$ cat config.mk
export PLATFORM = sky130hd
export DESIGN_NAME = mips_ifetch_queue
export DESIGN_NICKNAME = d
export VERILOG_FILES = /design/src/rtl/mips_pkg.sv /design/src/rtl/ifq_fifo.sv /design/src/rtl/mips_ifetch_queue.sv
export SDC_FILE = /design/constraint.sdc
export NUM_CORES = 1
export LEC_CHECK = 0
export BUFFER_PORTS_ARGS = -buffer_cell sky130_fd_sc_hd__buf_2
export CORE_MARGIN = 4
export CORE_UTILIZATION = 40
export DETAILED_ROUTE_END_ITERATION = 10
export PLACE_DENSITY_LB_ADDON = 0.15
export SLEW_MARGIN = 30
export SYNTH_ARGS = -nofsm -noshare
export SYNTH_HDL_FRONTEND = slang
export SYNTH_SLANG_ARGS = --single-unit
$ cat constraint.sdc
create_clock -name clk -period 3.5 [get_ports clk]
set_input_delay 0.175 -clock clk [delete_from_list [all_inputs] [get_ports clk]]
set_output_delay 0.175 -clock clk [all_outputs]
set_load 0.05 [all_outputs]
$ cat src/rtl/mips_pkg.sv
// Shared constants and types for the MIPS fetch path.
package mips_pkg;

  localparam int          INST_W           = 32;
  localparam int          ADDR_W           = 32;
  localparam logic [31:0] RESET_PC_DEFAULT = 32'h0000_0000;
  localparam logic [31:0] PC_INC           = 32'd4;
  localparam logic [31:0] NOP              = 32'h0000_0000;

  typedef struct packed {
    logic [ADDR_W-1:0] pc;
    logic [INST_W-1:0] inst;
  } ifq_entry_t;

  function automatic logic [ADDR_W-1:0] word_align(input logic [ADDR_W-1:0] addr);
    return {addr[ADDR_W-1:2], 2'b00};
  endfunction

endpackage

$ cat src/rtl/ifq_fifo.sv
// Generic synchronous FIFO with flush; storage is flops so a pushed word
// is visible at the head on the cycle after the push.
module ifq_fifo #(
  parameter  int DEPTH = 4,
  parameter  int W     = 64,
  localparam int AW    = $clog2(DEPTH),
  localparam int CW    = $clog2(DEPTH + 1)
) (
  input  logic          clk,
  input  logic          reset,
  input  logic          push,
  input  logic          pop,
  input  logic          flush,
  input  logic [W-1:0]  wdata,
  output logic [W-1:0]  rdata,
  output logic [CW-1:0] count
);

  logic [W-1:0]  mem [DEPTH];
  logic [AW-1:0] wr_ptr;
  logic [AW-1:0] rd_ptr;
  logic          empty;
  logic          full;
  logic          do_push;
  logic          do_pop;

  assign empty   = (count == '0);
  assign full    = (count == CW'(DEPTH));
  assign do_pop  = pop && !empty;
  assign do_push = push && (!full || do_pop);
  assign rdata   = mem[rd_ptr];

  always_ff @(posedge clk) begin
    if (!reset || flush) begin
      wr_ptr <= '0;
      rd_ptr <= '0;
      count  <= '0;
    end else begin
      if (do_push) wr_ptr <= wr_ptr + AW'(1);
      if (do_pop)  rd_ptr <= rd_ptr + AW'(1);
      count <= count + CW'(do_push) - CW'(do_pop);
    end
  end

  always_ff @(posedge clk) begin
    if (do_push) mem[wr_ptr] <= wdata;
  end

endmodule

$ cat src/rtl/mips_ifetch_queue.sv
// Instruction fetch: sequential PC generation, credit-limited imem reads,
// prefetch queue to decode, redirect flush/squash. Optional IFETCH_PERF_EN adds counters.
module mips_ifetch_queue
  import mips_pkg::*;
#(
  parameter int          DEPTH    = 4,
  parameter logic [31:0] RESET_PC = RESET_PC_DEFAULT
) (
  input  logic              clk,
  input  logic              reset,
  output logic              imem_req,
  output logic [ADDR_W-1:0] imem_addr,
  input  logic              imem_ready,
  input  logic              imem_rvalid,
  input  logic [INST_W-1:0] imem_rdata,
  input  logic              redirect_valid,
  input  logic [ADDR_W-1:0] redirect_pc,
  output logic              inst_valid,
  output logic [INST_W-1:0] inst,
  output logic [ADDR_W-1:0] inst_pc,
  input  logic              inst_ready,
`ifdef IFETCH_PERF_EN
  output logic [31:0]       perf_fetched,
  output logic [31:0]       perf_stall,
  output logic [31:0]       perf_squashed,
`endif
  output logic [ADDR_W-1:0] pc_out
);

  localparam int CW = $clog2(DEPTH + 1);

  logic [ADDR_W-1:0] fetch_pc;
  logic [ADDR_W-1:0] resp_pc;
  logic [CW-1:0]     outstanding;
  logic [CW-1:0]     outstanding_nxt;
  logic [CW-1:0]     squash;
  logic [CW-1:0]     count;
  logic [CW:0]       credit_used;
  logic              issue;
  logic              resp;
  logic              keep;
  logic              pop;
  ifq_entry_t        head;
  ifq_entry_t        wentry;

  // Queued words plus reads in flight may never exceed the queue size.
  assign credit_used     = {1'b0, count} + {1'b0, outstanding};
  assign imem_req        = reset && !redirect_valid && (credit_used < (CW+1)'(DEPTH));
  assign imem_addr       = fetch_pc;
  assign pc_out          = fetch_pc;
  assign issue           = imem_req && imem_ready;
  assign resp            = imem_rvalid && (outstanding != '0);
  assign keep            = resp && (squash == '0);
  assign pop             = inst_valid && inst_ready && !redirect_valid;
  assign outstanding_nxt = outstanding + CW'(issue) - CW'(resp);

  assign wentry.pc   = resp_pc;
  assign wentry.inst = imem_rdata;

  ifq_fifo #(
    .DEPTH (DEPTH),
    .W     ($bits(ifq_entry_t))
  ) u_fifo (
    .clk   (clk),
    .reset (reset),
    .push  (keep),
    .pop   (pop),
    .flush (redirect_valid),
    .wdata (wentry),
    .rdata (head),
    .count (count)
  );

  assign inst_valid = (count != '0);
  assign inst       = inst_valid ? head.inst : NOP;
  assign inst_pc    = inst_valid ? head.pc   : '0;

  // resp_pc tracks the PC of the next surviving response; squashed words do not advance it.
  always_ff @(posedge clk) begin
    if (!reset) begin
      fetch_pc    <= RESET_PC;
      resp_pc     <= RESET_PC;
      outstanding <= '0;
      squash      <= '0;
    end else begin
      outstanding <= outstanding_nxt;
      if (redirect_valid) begin
        fetch_pc <= word_align(redirect_pc);
        resp_pc  <= word_align(redirect_pc);
        squash   <= outstanding_nxt;
      end else begin
        if (issue) fetch_pc <= fetch_pc + PC_INC;
        if (keep)  resp_pc  <= resp_pc + PC_INC;
        if (resp && (squash != '0)) squash <= squash - CW'(1);
      end
    end
  end

`ifdef IFETCH_PERF_EN
  always_ff @(posedge clk) begin
    if (!reset) begin
      perf_fetched  <= '0;
      perf_stall    <= '0;
      perf_squashed <= '0;
    end else begin
      if (keep && !redirect_valid)                   perf_fetched  <= perf_fetched + 32'd1;
      if (!inst_valid && !redirect_valid)            perf_stall    <= perf_stall + 32'd1;
      if (resp && ((squash != '0) || redirect_valid)) perf_squashed <= perf_squashed + 32'd1;
    end
  end
`else
  // Counters compiled out; fetch behaviour is unaffected.
`endif

  a_rvalid_credit : assert property (@(posedge clk) disable iff (!reset)
    imem_rvalid |-> (outstanding != '0));

endmodule

==> results.py <==
metrics = {
    "status": {
        "status": "complete, no violations",
    },
    "timing": {
        "finalMaxSlewViolations": 0,
        "max_clock_freq_mhz": 322,
        "rsz_0062_raised_after_global_routing": "false",
        "fin_tns_setup_ns": 0,
        "final_min_period_over_clock_period_pct": 88.6,
        "fin_skew_ns": 0.0240,
        "worstMarginPinSlew_ns": 0.762,
        "timing.slew.headroom_pct": 48.7,
        "setup_viol": 0,
        "setup_slack_ns": 0.398,
        "finalHoldViolations": 0,
        "post_layout_min_period_ns": 3.10,
    },
    "worst_hold_path": {
        "hold_class": "input pin to register",
        "hold_start": "redirect_pc[24]",
    },
    "critical_path": {
        "worst_setup_startpoint": "outstanding[2]$_SDFF_PN0_",
        "cp_data_required_time_ns": 3.93,
        "critical_path.startpoint_type": "register",
        "maximum_fanout_count_along_the_critical_path": 6,
        "worst_setup_path_end_kind": "register",
        "crit_arrival_ns": 3.53,
        "r2r_start": "outstanding[2]$_SDFF_PN0_",
        "timing.setup.critical_path_class": "register to register",
    },
    "floorplanning": {
        "placeableCoreArea_um2": 34500,
        "ioPinCount": 200,
        "start_util_pct": 40.6,
        "fp-row-count": 68,
        "fp.dieH_um": 195,
        "dieArea_um2": 38100,
        "die_span_in_x_um": 195,
    },
    "route": {
        "drt_pre_antenna_iters": 5,
        "routed-via-count": 9222,
        "detail_route.wirelength_um": 34200,
        "drt-wirelength-per-cell_um": 20.6,
        "route.detailed.drc": 0,
        "number_of_nets_with_antenna_violations_after_detailed_routing": 0,
        "detailedRoute.firstIterationViolations": 548,
        "drt-vias-per-instance": 5.55,
    },
    "synth": {
        "syn_inst": 969,
        "yosysUniqueCellTypes": 58,
        "mappedNetlistArea_um2": 14000,
        "postSynth.asyncResetShare_pct": 0,
        "avg_synthesized_cell_area_um2": 14.5,
        "number_of_flops_mapped_to_enable_cells_by_yosys": 248,
        "ys_seq_elements": 323,
        "synth-warning-count": 0,
        "synth_flop_cell": "sky130_fd_sc_hd__edfxtp_1",
        "synth-seq-area-share_pct": 63.8,
    },
    "placement": {
        "detailed_place_hpwl_um": 22500,
        "dpl_cell_area_um2": 15400,
        "io_buffer_count": 191,
        "place_worst_setup_slack_ns": 0.439,
        "gp_congestion": 0.829,
        "place_inst": 1557,
    },
    "power_and_ir_drop": {
        "power_mw": 10.4,
        "power.leakage_nw": 6.03,
        "pwr_cell_area_nw_per_um2": 609,
        "ir_drop_uv": 336,
    },
    "global_route": {
        "leftover_overflow_at_the_end_of_global_routing": 0,
        "grt_antenna_before_repair": 3,
        "via_count_of_the_first_global_routing_pass": 9239,
        "globalRouteTotalUtil_pct": 17.6,
        "grt_first_pass_wirelength_um": 53400,
        "grt_max_degree": 63,
    },
    "final_layout": {
        "layout.cells.non_filler": 1661,
        "postLayoutCellArea_um2": 17000,
        "filler_cell_count": 3013,
        "antennaDiodeCount": 0,
        "drive_above_1_share_pct": 28.9,
        "layout-area-overhead-vs-synth_pct": 21.4,
        "number_of_nets_in_the_layout": 1263,
    },
    "run": {
        "cap_violations": 0,
    },
    "clock_tree": {
        "cts.htree.levels": 2,
        "clock_latency_ns": 0.53,
        "cts_tree": "built",
        "clkTransAtPathRegs_ns": 0.06,
        "cts-root-buf": "sky130_fd_sc_hd__clkbuf_16",
        "numClockSinks": 323,
        "clk_path_buf_depth": 3,
        "tritoncts.num_buffers": 37,
    },
}
-- cells in the final DEF, fill, tap and decap left out, types with 5 or more instances in the layout --
master / netlist / final
sky130_fd_sc_hd__nor4b_1: 7 / 7
sky130_fd_sc_hd__nor2_1: 21 / 21
sky130_fd_sc_hd__a21oi_1: 12 / 12
sky130_fd_sc_hd__mux4_2: 62 / 62
sky130_fd_sc_hd__and2_1: 74 / 70
sky130_fd_sc_hd__dlygate4sd3_1: 0 / 36
sky130_fd_sc_hd__xnor2_1: 11 / 11
sky130_fd_sc_hd__or4_1: 22 / 22
sky130_fd_sc_hd__nor3_1: 11 / 11
sky130_fd_sc_hd__or3_1: 15 / 15
sky130_fd_sc_hd__dfxtp_1: 75 / 73
sky130_fd_sc_hd__a211oi_1: 13 / 13
sky130_fd_sc_hd__nand2_1: 33 / 33
sky130_fd_sc_hd__a311oi_1: 6 / 6
sky130_fd_sc_hd__xor2_1: 6 / 6
sky130_fd_sc_hd__clkbuf_1: 42 / 9
sky130_fd_sc_hd__ha_1: 14 / 14
sky130_fd_sc_hd__nor2b_1: 6 / 6
sky130_fd_sc_hd__clkbuf_16: 0 / 38
sky130_fd_sc_hd__clkinv_2: 0 / 6
sky130_fd_sc_hd__buf_4: 36 / 16
sky130_fd_sc_hd__bufinv_16: 0 / 5
sky130_fd_sc_hd__buf_12: 0 / 9
sky130_fd_sc_hd__o31ai_1: 18 / 18
sky130_fd_sc_hd__nor4_1: 18 / 17
sky130_fd_sc_hd__o21ai_0: 35 / 35
sky130_fd_sc_hd__nand3_1: 21 / 21
sky130_fd_sc_hd__buf_2: 2 / 191
sky130_fd_sc_hd__edfxtp_1: 248 / 248
sky130_fd_sc_hd__conb_1: 1 / 6
sky130_fd_sc_hd__and4_1: 12 / 12
sky130_fd_sc_hd__nand4_1: 24 / 24
sky130_fd_sc_hd__and3_1: 15 / 15
sky130_fd_sc_hd__a31oi_1: 32 / 32
sky130_fd_sc_hd__o211ai_1: 5 / 5
sky130_fd_sc_hd__inv_1: 19 / 17
sky130_fd_sc_hd__nand3b_1: 6 / 6
-- state kept, by name (all words and copies together) (netlist names), named ones only --
signal,count
outstanding,3
u_fifo.wr_ptr,2
u_fifo.mem,248
u_fifo.rd_ptr,2
squash,3
imem_addr,30
resp_pc,30
u_fifo.count,3
-- power breakdown --
group	total, mW	switching, mW	leakage (nW)	internal (mW)
registers	4.66	0.196	2.88	4.46
clock network	3.90	1.51	0.613	2.39
logic	1.82	1.23	2.53	0.589
total	10.4	2.93	6.03	7.44
-- kinds of logic after synthesis --
group	synth area share (%)
xor+xnor	1.06
compound gates	6.63
buf+inv	3.87
flops	63.8
mux	10.1
other cells	0.0268
fa+ha+maj	1.54
simple gates	12.9
-- layer usage --
layer  global-route usage [%]  up-vias  part of all wire, %
met3                     3.35       45                  6.3
met4                     3.96        4                  1.6
met1                     25.3     4629                   45
met2                     28.2      317                   47
li1                         -     4227                    -
met5                        0        -                0.041
-- per-stage QoR --
step | utilization [%] | hold slack (ns)
3_5_place_dp | 44.6 | 0.394
5_1_grt | 49.3 | 0.0485
6_report | 49.3 | 0.0502
3_3_place_gp | 44.6 | 0.392
2_1_floorplan | - | 0.274
4_1_cts | 49.3 | 0.0202
-- layout make-up --
cell class	instances	area [um2]	area share, %
Inverter	20	75.1	0.441
Multi-Input combinational cell	543	4560	26.8
Clock inverter	21	267	1.57
Tap cell	455	569	3.34
Sequential cell	323	8950	52.6
Timing Repair Buffer	252	1620	9.50
Clock buffer	47	985	5.79
-- cell usage after synthesis (7+ instances only) --
master | count | area [um2]
sky130_fd_sc_hd__xnor2_1 | 11 | 96.3
sky130_fd_sc_hd__nand4_1 | 24 | 150
sky130_fd_sc_hd__nor3_1 | 11 | 55.1
sky130_fd_sc_hd__clkbuf_1 | 42 | 158
sky130_fd_sc_hd__dfxtp_1 | 75 | 1500
sky130_fd_sc_hd__mux4_2 | 62 | 1400
sky130_fd_sc_hd__o31ai_1 | 18 | 135
sky130_fd_sc_hd__nand2_1 | 33 | 124
sky130_fd_sc_hd__o21ai_0 | 35 | 175
sky130_fd_sc_hd__and4_1 | 12 | 105
sky130_fd_sc_hd__or4_1 | 22 | 165
sky130_fd_sc_hd__inv_1 | 19 | 71.3
sky130_fd_sc_hd__buf_4 | 36 | 270
sky130_fd_sc_hd__nor4_1 | 18 | 113
sky130_fd_sc_hd__nor2_1 | 21 | 78.8
sky130_fd_sc_hd__a21oi_1 | 12 | 60.1
sky130_fd_sc_hd__buf_1 | 8 | 30.0
sky130_fd_sc_hd__and2_1 | 74 | 463
sky130_fd_sc_hd__edfxtp_1 | 248 | 7450
sky130_fd_sc_hd__a211oi_1 | 13 | 97.6
sky130_fd_sc_hd__or3_1 | 15 | 93.8
sky130_fd_sc_hd__nand3_1 | 21 | 105
sky130_fd_sc_hd__and3_1 | 15 | 93.8
sky130_fd_sc_hd__nor4b_1 | 7 | 61.3
sky130_fd_sc_hd__ha_1 | 14 | 175
sky130_fd_sc_hd__a31oi_1 | 32 | 200
-- path summary, 6_finish.rpt --
check | end | slack [ns] | cells past startpoint
setup reg to reg | squash[2]$_SDFFE_PN0P_ | 0.40 | 12
hold / removal | imem_addr[24]$_SDFFE_PN0P_ | 0.05 | 3
hold reg to reg | register | 0.51 | 2
setup / recovery | squash[2]$_SDFFE_PN0P_ | 0.40 | 12
-- critical path: stages, from the launching register on --
cell                       delay (ns)
sky130_fd_sc_hd__dfxtp_1         0.40
sky130_fd_sc_hd__ha_1            0.28
sky130_fd_sc_hd__or4b_1          0.67
sky130_fd_sc_hd__nor3_4          0.21
sky130_fd_sc_hd__inv_2           0.06
sky130_fd_sc_hd__ha_1            0.26
sky130_fd_sc_hd__inv_1           0.05
sky130_fd_sc_hd__ha_1            0.13
sky130_fd_sc_hd__inv_1           0.04
sky130_fd_sc_hd__fa_1            0.37
sky130_fd_sc_hd__xor2_1          0.16
sky130_fd_sc_hd__xnor2_1         0.15
sky130_fd_sc_hd__a211oi_1        0.22
-- what timing repair did --
| action | 4_1_cts | 5_1_grt |
|---|---|---|
| setup buffers | 0 | 0 |
| hold buffers | 36 | 0 |
| hold endpoints to repair | 132 | 0 |
| gates resized for setup | 0 | 0 |
(Power assumes the default switching activity.)
